===== src/rtl/main_control.sv =====
// main_control: channel-selection controller for a 4-input MPEG2-TS QoS switch.
// Picks which of four transport-stream channels drives the output mux from
// per-channel presence, error counts, a programmable rank order and a manual
// override. Host access is through a small memory-mapped register file.
//
// Ports:
//   clk          system clock, rising edge
//   rst          synchronous active-high reset
//   valid[3:0]   per-channel signal presence (bit n = channel n+1)
//   err_count    four 8-bit unsigned error counts (byte n = channel n+1)
//   mm_write_en  register write strobe
//   mm_read_en   register read strobe
//   mm_addr      register address (0x00 CFG, 0x01 STATUS, 0x02 ERRORS)
//   mm_wdata     write data
//   mm_rdata     registered read data, holds until the next read
//   mux_control  selected channel index (0 = ch1 .. 3 = ch4)
//   en_mux       selected channel is valid
//   timer        evaluation-timer count
module main_control (
    input  logic        clk,
    input  logic        rst,
    input  logic [3:0]  valid,
    input  logic [31:0] err_count,
    input  logic        mm_write_en,
    input  logic        mm_read_en,
    input  logic [7:0]  mm_addr,
    input  logic [31:0] mm_wdata,
    output logic [31:0] mm_rdata,
    output logic [1:0]  mux_control,
    output logic        en_mux,
    output logic [19:0] timer
);

    logic [31:0] cfg;
    logic        fallback_enable;
    logic        manual_enable;
    logic [1:0]  manual_channel;
    logic [7:0]  channel_priority;
    logic [19:0] reset_timer;

    assign fallback_enable  = cfg[0];
    assign manual_enable    = cfg[1];
    assign manual_channel   = cfg[3:2];
    assign channel_priority = cfg[11:4];
    assign reset_timer      = cfg[31:12];

    logic cfg_write;
    logic tick;

    assign cfg_write = mm_write_en && (mm_addr == 8'h00);
    assign tick      = (reset_timer != '0) && (timer == reset_timer - 20'd1);

    // Rank 0 (highest) lives in the top bits of channel_priority.
    logic [1:0] rank_ch [4];
    logic [7:0] err_ch  [4];

    assign rank_ch[0] = channel_priority[7:6];
    assign rank_ch[1] = channel_priority[5:4];
    assign rank_ch[2] = channel_priority[3:2];
    assign rank_ch[3] = channel_priority[1:0];

    assign err_ch[0] = err_count[7:0];
    assign err_ch[1] = err_count[15:8];
    assign err_ch[2] = err_count[23:16];
    assign err_ch[3] = err_count[31:24];

    // Walk the ranks once: the first valid entry is the fallback target, and
    // a strictly-lower error count is needed to displace an earlier rank, so
    // ties resolve toward the better rank.
    logic       fb_found;
    logic [1:0] fb_ch;
    logic       best_found;
    logic [1:0] best_ch;
    logic [7:0] best_err;
    logic [1:0] ch;

    always_comb begin
        fb_found   = 1'b0;
        fb_ch      = mux_control;
        best_found = 1'b0;
        best_ch    = mux_control;
        best_err   = '1;
        ch         = '0;
        for (int unsigned r = 0; r < 4; r++) begin
            ch = rank_ch[r[1:0]];
            if (valid[ch]) begin
                if (!fb_found) begin
                    fb_found = 1'b1;
                    fb_ch    = ch;
                end
                if (!best_found || (err_ch[ch] < best_err)) begin
                    best_found = 1'b1;
                    best_ch    = ch;
                    best_err   = err_ch[ch];
                end
            end
        end
    end

    logic [1:0] next_mux;

    always_comb begin
        next_mux = mux_control;
        if (manual_enable) begin
            // Override is re-asserted every cycle, so it resumes by itself
            // once the manual channel comes back.
            if (!fallback_enable || valid[manual_channel])
                next_mux = manual_channel;
            else if (fb_found)
                next_mux = fb_ch;
        end else begin
            if (tick && best_found)
                next_mux = best_ch;
            else if (fallback_enable && !valid[mux_control] && fb_found)
                next_mux = fb_ch;
        end
    end

    logic [31:0] rd_val;

    always_comb begin
        rd_val = '0;
        case (mm_addr)
            8'h00:   rd_val = cfg;
            8'h01:   rd_val = {26'd0, valid, mux_control};
            8'h02:   rd_val = err_count;
            default: rd_val = '0;
        endcase
    end

    always_ff @(posedge clk) begin
        if (rst) begin
            cfg         <= '0;
            timer       <= '0;
            mux_control <= '0;
            en_mux      <= 1'b0;
            mm_rdata    <= '0;
        end else begin
            if (cfg_write)
                cfg <= mm_wdata;

            if (cfg_write || (reset_timer == '0) || tick)
                timer <= '0;
            else
                timer <= timer + 20'd1;

            mux_control <= next_mux;
            en_mux      <= valid[next_mux];

            if (mm_read_en)
                mm_rdata <= rd_val;
        end
    end

endmodule


===== config.mk =====
export PLATFORM = sky130hd
export DESIGN_NAME = main_control
export DESIGN_NICKNAME = d
export VERILOG_FILES = /design/src/rtl/main_control.sv
export SDC_FILE = /design/constraint.sdc
export NUM_CORES = 1
export LEC_CHECK = 0
export ABC_AREA = 1
export CAP_MARGIN = 20
export CORE_ASPECT_RATIO = 1.25
export CORE_MARGIN = 2
export CORE_UTILIZATION = 41
export CTS_BUF_LIST = sky130_fd_sc_hd__clkbuf_4
export CTS_CLUSTER_DIAMETER = 120
export DETAILED_ROUTE_END_ITERATION = 8
export GPL_TIMING_DRIVEN = 1
export HOLD_SLACK_MARGIN = 0.02
export PLACE_DENSITY_LB_ADDON = 0.2
export SLEW_MARGIN = 20
export SYNTH_ARGS = -nofsm -noshare
export SYNTH_HDL_FRONTEND = slang
export SYNTH_SLANG_ARGS = --single-unit

===== constraint.sdc =====
create_clock -name clk -period 9.05 [get_ports clk]
set_input_delay 0.905 -clock clk [delete_from_list [all_inputs] [get_ports clk]]
set_output_delay 0.905 -clock clk [all_outputs]
set_load 0.02 [all_outputs]

---- Word level (Yosys, flattened, before mapping) ----
Index checks and enable logic that the tools add are counted.
word-level totals
  register bits after elaboration ......... 87
  logic and storage cells ................. 108
  output and inout bits ................... 55
  input port bits ......................... 80
operators by class
  add/sub/neg operators ................... 2
  reductions and logical operators ........ 20
  mux-type cells .......................... 60
  bitwise operators ....................... 4
  equality and inequality tests ........... 3
  order comparisons ....................... 14
operators by type and width
  operator               number
  $mux 8                 13
  $pmux 32 s3            1
  $bmux 8 s2             4
  $mux 2                 18
  $lt 8x8->1             3
  $lt 2x3->1 const B     7
  $add 20x1->20 const B  1
  $eq 20x20->1           1
  $logic_not 20->1       1
  $reduce_bool 20->1     1
  $sub 20x1->20 const B  1
  $mux 1                 17
  $bmux 1 s2             7
  $ge 3x3->1 const B     4
  $not 2->3              4
  $eq 8x1->1 const B     1
  $eq 8x2->1 const B     1
  $logic_not 8->1        1
  $logic_or 1x1->1       6
  $logic_and 1x1->1      5
  $logic_not 1->1        5
  $reduce_or 2->1        1

---- Logic depth before layout (Yosys ltp) ----
Gate-level depths: netlist of the first run.
  depth in word-level cells ............... 22
  depth in mapped cells ................... 46
  mapped depth without buffers ............ 43

---- Worst setup path after synthesis of the first run ----
OpenSTA, ideal clock, no wires.
  kind .................................... in2reg
  start point ............................. in valid[2]
  end point ............................... reg en_mux
  buffers on the path ..................... 3
  setup slack ............................. 2,996 ps
  required time ........................... 8,937 ps
  arrival time ............................ 5,940 ps
  stages on the path ...................... 41
  setup time .............................. 113 ps
  cells stage by stage .................... inv_1 > nand2_1 > nand3_1 > nand2_4 > buf_2 > inv_1 > a221oi_1 > ha_1 > a21oi_1 > nor2_1 > a211oi_2 > nand2_4 > nand2_4 > nand2_1 > clkbuf_1 > o21ai_0 > ha_1 > nand2_1 > [5 not listed] > nand2_2 > inv_1 > clkbuf_1 > nand2_1 > o21ai_0 > ha_1 > a21oi_1 > nor2_1 > a2111oi_0 > nand2_2 > nand2_2 > nand2_1 > nand3_1 > nand2_2 > nand2_2 > nand2_1 > nand3_1 > nand2_1
on the way
  word-level cells in the longest chain between the ends .. 20
  elaborated cells on any way between the ends .. 61
  those cells by class .................... 3 x order compare; 47 x mux; 11 x reduce/logical
ends and longest elaborated chain
  element                                               line  text
  from (decl)                                           22    input logic [3:0] valid,
  $bmux 1 s2                                            86    if (valid[ch]) begin
  $mux 1 (implied by the code)                          86
  $mux 8 / $mux 1 (equally long branches)               86
  $lt 8x8->1 / $logic_not 1->1 (equally long branches)  91    if (!best_found || (err_ch[ch] < best_err)) begin
  $logic_or 1x1->1                                      91
  $mux 8 / $mux 1 (equally long branches)               91
  $mux 8 / $mux 1 (equally long branches)               86
  $lt 8x8->1 / $logic_not 1->1 (equally long branches)  91
  [4 not listed]                                        n/a
  $logic_or 1x1->1                                      91
  $mux 1                                                91
  $mux 1                                                86
  $logic_and 1x1->1                                     112   if (tick && best_found)
  $mux 2                                                112
  $mux 2                                                104   if (manual_enable) begin
  $bmux 1 s2 (*)                                        148   en_mux <= valid[next_mux];
  $mux 1 (implied by the code) (*)                      148
  to (signal assigned)                                  148
  to (decl)                                             30    output logic en_mux,
Mark *: on every way between the ends. The rest lies on a longest branch, timed or not. The select of a mux whose other input is x is not followed.
A chain may end at the register's enable or synchronous reset.

---- Final worst setup path of the first run ----
  start point ............................. reg cfg[10]
  end point ............................... reg en_mux
on the way
  word-level cells in the longest chain between the ends .. 22
  elaborated cells on any way between the ends .. 52
  those cells by class .................... 3 x order compare; 40 x mux; 1 x bitwise; 8 x reduce/logical
ends and longest elaborated chain
  element                                     line  text
  from (decl)                                 34    logic [31:0] cfg;
  from (signal assigned)                      140   cfg <= mm_wdata;
  $not 2->3 (implied by the code)             94    best_err = err_ch[ch];
  $bmux 8 s2                                  94
  $mux 8 (implied by the code) (2 in series)  94
  $mux 8                                      86
  $lt 8x8->1                                  91
  $logic_or 1x1->1                            91
  $mux 8 / $mux 1 (equally long branches)     91
  $mux 8 / $mux 1 (equally long branches)     86
  [5 not listed]                              n/a
  $logic_or 1x1->1                            91
  $mux 1                                      91
  $mux 1                                      86
  $logic_and 1x1->1                           112
  $mux 2                                      112
  $mux 2 (*)                                  104
  $bmux 1 s2 (*)                              148
  $mux 1 (implied by the code) (*)            148
Marks and branches as above.

==> flow_summary.toml, run 1 <==
[global_routing]
grt_start_max_net_pins = 69
grt_pass1_vias = 6878
grt_overflow = 0
antenna_found_initial = 1
grt_usage = 0.2844
grt_pass1_wl_um = 36300

[logic_synthesis]
syn_area_per_cell_um2 = 6.418
synth_edf_count = 0
synth_common_cells = "216 x nand2_1, 112 x a21oi_1, 103 x inv_1"
synthTopCellsByArea = "dfxtp_1 27%, nand2_1 13%, a21oi_1 8.7%"
synth_area_leader_cell = "dfxtp_1"
async_flop_share = 0
ys_ff_latch = 87
synthCells = 999
synthFlopType = "dfxtp_1"
yosysWarnings = 0
synth_most_common_cell = "nand2_1"
synth_top_area_share = 0.2717
netlist_area_um2 = 6411
synth_cell_types = 47
ys_seq_area_frac = 0.2717
syn_nets = 1101

[worst_setup_path]
required_ps = 9460
cpMostUsedCell = "nand2_1"
critPathMaxFanout = 21
reg2reg_slack_ps = 2200
crit_arrival_ps = 7260
worstSetupPathType = "reg2reg"
cp-start-kind = "flop"
critPathSlowestCell = "dfxtp_1"
critPathCaptureType = "flop"
crit_path_max_incr_delay_ps = 860

[sta]
maxSlewHeadroom = 0.4223
hold_viol = 0
tns_ps = 0
grt_setup_unrepaired = "no"
period_share = 0.7573
slew_viol_final = 0
setup_viol = 0
timing.hold.ws_ps = 474.8
max_freq_mhz = 145.9
finalClockSkew_ps = 20.96
tightest_slew_ps = 861.3
finalCriticalPeriod_ps = 6854

[final_layout]
fin_util = 0.5190
syn_to_final_growth_pct = 25.02
multi_input_area_um2 = 3999
num-fill-cells = 1597
nNetsFinal = 1200
seqCellArea_um2 = 1742
final_layout_size_suffix_gt1_frac = 0.06256

[placed_design]
dpl.hpwl_um = 17410
port_buffers = 134
globalplace.congestion = 0.9505

[route]
drt_iter0_markers = 737
final_antenna_net_count = 0
dr.pass1.iters = 8
routedWlPerCell_um = 17.84
vias = 7260
totalWireLength_um = 23470
viasPerCell = 5.517
drc = 0

[power_and_ir_drop]
p_per_area_nw_per_um2 = 101.8
internal_power_w = 0.0005670
p_leak_nw = 3.104
ir_drop_uv = 77.03
power_frac_clock = 0.334
power.share.switching = 0.3052
p_switching_w = 0.0002490
p_total_w = 0.0008160
seq_power_share = 0.472
combPwrFrac = 0.194

[die]
die_w_um = 115.8
die-area_um2 = 16660
fp-row-count = 51
coreArea_um2 = 15440
die_h_um = 143.8
start_util = 0.4152
io_pins = 135

[clock_network]
clk_transition_reported_paths_ps = 160
htreeDepth = 3
cts-root-buf = "clkbuf_4"
postCtsHoldBufs = 0
cts_sinks = 87
post_cts_buffers = 0
postCtsResizedCells = 0
clk_latency_ps = 490
cts_made_buffers = 9
clockBufferDepth = 2
cts_tree = "yes"

[worst_hold_path]
hp-class = "reg2reg"

[run_status]
outcome = "finished, final reports clean"

[run]
maxCapViolCount = 0
power groups by stage:
stage               clock (W)  combinational, W  sequential [W]
finish               0.000272          0.000158        0.000385
global route         0.000292          0.000176        0.000386
CTS                  0.000276          0.000156        0.000385
detailed placement          0          0.000155        0.000393
global placement            0          0.000155        0.000393
floorplan                   0         0.0000853        0.000393
state kept, by name (all words and copies together) (netlist names):
name         flops
cfg             32
en_mux           1
mm_rdata        32
mux_control      2
timer           20
worst paths after layout:
path                                      to  cells after the start          from
worst min register to register  mm_rdata[20]                      2  mm_rdata[20]
worst max-delay path                  en_mux                     37       cfg[10]
worst max register to register        en_mux                     37       cfg[10]
worst min-delay path            mm_rdata[20]                      2  mm_rdata[20]
worst max-delay path, delay by kind of cell, from the launching register on:
kind	cells	cell delay (ps)
compound gates	9	2280
fa+ha+maj	3	890
buf+inv	4	680
flops	1	860
simple gates	21	2070
cell usage in the layout, fill, tap and decap left out, drive strengths merged, types with 3 or more instances in the layout:
cell / instances
a2111oi: 3
a211oi: 34
a21oi: 113
a221oi: 5
a22oi: 5
buf: 7
clkbuf: 9
clkdlybuf4s50: 133
clkinv: 3
dfxtp: 87
ha: 22
inv: 116
nand2: 237
nand3: 40
nand4: 8
nor2: 87
nor3: 19
nor3b: 5
nor4: 6
o211ai: 9
o21ai: 74
o22ai: 32
xnor2: 13
xor2: 21
cells by family after synthesis:
logic type	share of synthesized area
buffers and inverters	0.1050
AOI/OAI and AO/OA	0.2551
and+or+nand+nor	0.2789
xor gates and xnor gates	0.04645
adders and majority gates	0.04293
DFF	0.2717
layout make-up:
type                    count  share of cell area
flip-flops and latches     87              0.2173
multi-input cells         745              0.4989
repair buffers            140              0.1748
clock buffers               9            0.008430
inverters                 115             0.05417
well taps                 212             0.03309
clock inverters             7             0.01296
diodes                      1           0.0003122
stage by stage:
step	cells	area, µm²	worst slack [ps]
2_1_floorplan	999	6411	2997
3_3_place_gp	1298	7814	1847
3_5_place_dp	1298	7814	1806
4_1_cts	1314	7985	2183
5_1_grt	1316	8015	1404
6_report	1316	8015	2196
per-layer routing:
layer	share of wire	global-route usage
met3	0.060	0.03838
met2	0.51	0.5063
met5	0	0
met1	0.39	0.3359
met4	0.042	0.1291
No activity file was read; power rests on OpenSTA's default activity.
==> run 2, diff against run 1 <==
==> constraint.sdc (replaced) <==
create_clock -name clk -period 6.8 [get_ports clk]
set_input_delay 0.68 -clock clk [delete_from_list [all_inputs] [get_ports clk]]
set_output_delay 0.68 -clock clk [all_outputs]
set_load 0.02 [all_outputs]
==> flow_summary.toml, run 2 (synthesis results as in run 1) <==
[run_status]
outcome = "finished, final reports clean"

[clock_network]
cts_tree = "yes"
postCtsHoldBufs = 0
cts_sinks = 87
clockBufferDepth = 2
htreeDepth = 3
postCtsResizedCells = 0
clk_latency_ps = 490
cts-root-buf = "clkbuf_4"
cts_made_buffers = 9
post_cts_buffers = 0
clk_transition_reported_paths_ps = 160

[global_routing]
grt_pass1_wl_um = 35660
grt_usage = 0.2795
antenna_found_initial = 1
grt_pass1_vias = 6765
grt_overflow = 0
grt_start_max_net_pins = 69

[route]
dr.pass1.iters = 5
top_layer_used = "met4"
final_antenna_net_count = 0
met3_length_um = 1551
routedWlPerCell_um = 17.46
viasPerCell = 5.440
drt_iter0_markers = 612
drc = 0
totalWireLength_um = 23150
routed-wl-met2_um = 11360
vias = 7213
wl_met1_um = 9113

[sta]
maxSlewHeadroom = 0.3009
grt_setup_unrepaired = "no"
finalClockSkew_ps = 33.81
setup_viol = 0
tightest_slew_ps = 1047
tns_ps = 0
period_share = 0.8768
max_freq_mhz = 167.7
hold_viol = 0
finalCriticalPeriod_ps = 5962
slew_viol_final = 0
timing.hold.ws_ps = 474.1

[worst_setup_path]
critPathSlowestCell = "dfxtp_1"
crit_arrival_ps = 6370
worstSetupPathType = "reg2reg"
crit_path_max_incr_delay_ps = 730
crit_start = "cfg[11]"
cpMostUsedCell = "nand2_1"
required_ps = 7210
cp-start-kind = "flop"
critPathMaxFanout = 10
r2r_start = "cfg[11]"
critPathCaptureType = "flop"

[die]
die_h_um = 143.8
start_util = 0.4152
io_pins = 135
die-area_um2 = 16660
fp-row-count = 51
die_w_um = 115.8
coreArea_um2 = 15440

[power_and_ir_drop]
ir_drop_uv = 95.10
p_leak_nw = 3.121
p_per_area_nw_per_um2 = 124.6

[worst_hold_path]
hp-class = "reg2reg"
holdCritStartpoint = "mm_rdata[30]"

[placed_design]
dpl.hpwl_um = 17410
port_buffers = 134
place_inst = 1310
globalplace.congestion = 0.9624

[final_layout]
syn_to_final_growth_pct = 25.06
nNetsFinal = 1211
top_regs = "cfg x32, mm_rdata x32, timer x20"
stdcell_count = 1326
final_layout_size_suffix_gt1_frac = 0.07098
final_cell_mix = "215 x nand2_1, 133 x clkdlybuf4s50_1, 112 x a21oi_1, 102 x inv_1, 87 x dfxtp_1"
layout_commonest_cell = "nand2_1"

[run]
maxCapViolCount = 0
run 2: cell count changes in the layout (fill, tap and decap cells not counted):
| cell | delta |
|---|---|
| clkinv_2 | +1 |
| bufinv_16 | -2 |
| inv_6 | +2 |
| clkinv_1 | +1 |
| inv_1 | -1 |
| buf_4 | +12 |
| inv_8 | -2 |
| buf_16 | -1 |
run 2: power by group:
group	internal (W)	switching (W)	leakage [nW]
Sequential	0.000511	0.00000135	0.701
Clock	0.0000756	0.000198	0.0630
Combinational	0.0000916	0.000121	2.36
Total	0.000678	0.000321	3.12
run 2: worst max-delay path: cells and delay by family, from the launching register on:
family	cells	cell delay, ps
AOI/OAI and AO/OA	9	2010
buffers and inverters	4	450
DFF	1	730
and+or+nand+nor	21	1770
adders and majority gates	3	920
run 2: layout make-up:
class                           count  area [µm²]
Sequential cell                    87        1742
Clock buffer                        9       67.56
Clock inverter                      6       43.79
Tap cell                          212       265.3
Timing Repair Buffer              151        1464
Antenna cell                        1       2.502
Fill cell                        1623        7425
Multi-Input combinational cell    745        3999
Inverter                          115       434.2
run 2: worst paths after layout:
| check | end | slack [ps] | cells past startpoint |
|---|---|---|---|
| worst max register to register | en_mux | 840 | 37 |
| worst max-delay path | en_mux | 840 | 37 |
| worst min-delay path | mm_rdata[30] | 470 | 2 |
| worst min register to register | mm_rdata[30] | 470 | 2 |
run 2: stage by stage:
stage / power [W] / utilization / cell area (µm²) / setup WS [ps]
after CTS: 0.001006 / 0.5190 / 8015 / 898.8
final: 0.0009990 / 0.5192 / 8018 / 837.7
after floorplan: 0.0006372 / - / 6411 / 971.5
after global placement: 0.0007331 / 0.5118 / 7904 / 439.6
after global routing: 0.001050 / 0.5192 / 8018 / 318.1
after detailed placement: 0.0007338 / 0.5118 / 7904 / 381.1
run 2: layer usage:
| metal | GRT usage | up-vias |
|---|---|---|
| met5 | 0 | - |
| met4 | 0.1372 | 0 |
| met3 | 0.04091 | 67 |
| met2 | 0.4891 | 284 |
| met1 | 0.3311 | 3263 |
| li1 | - | 3599 |
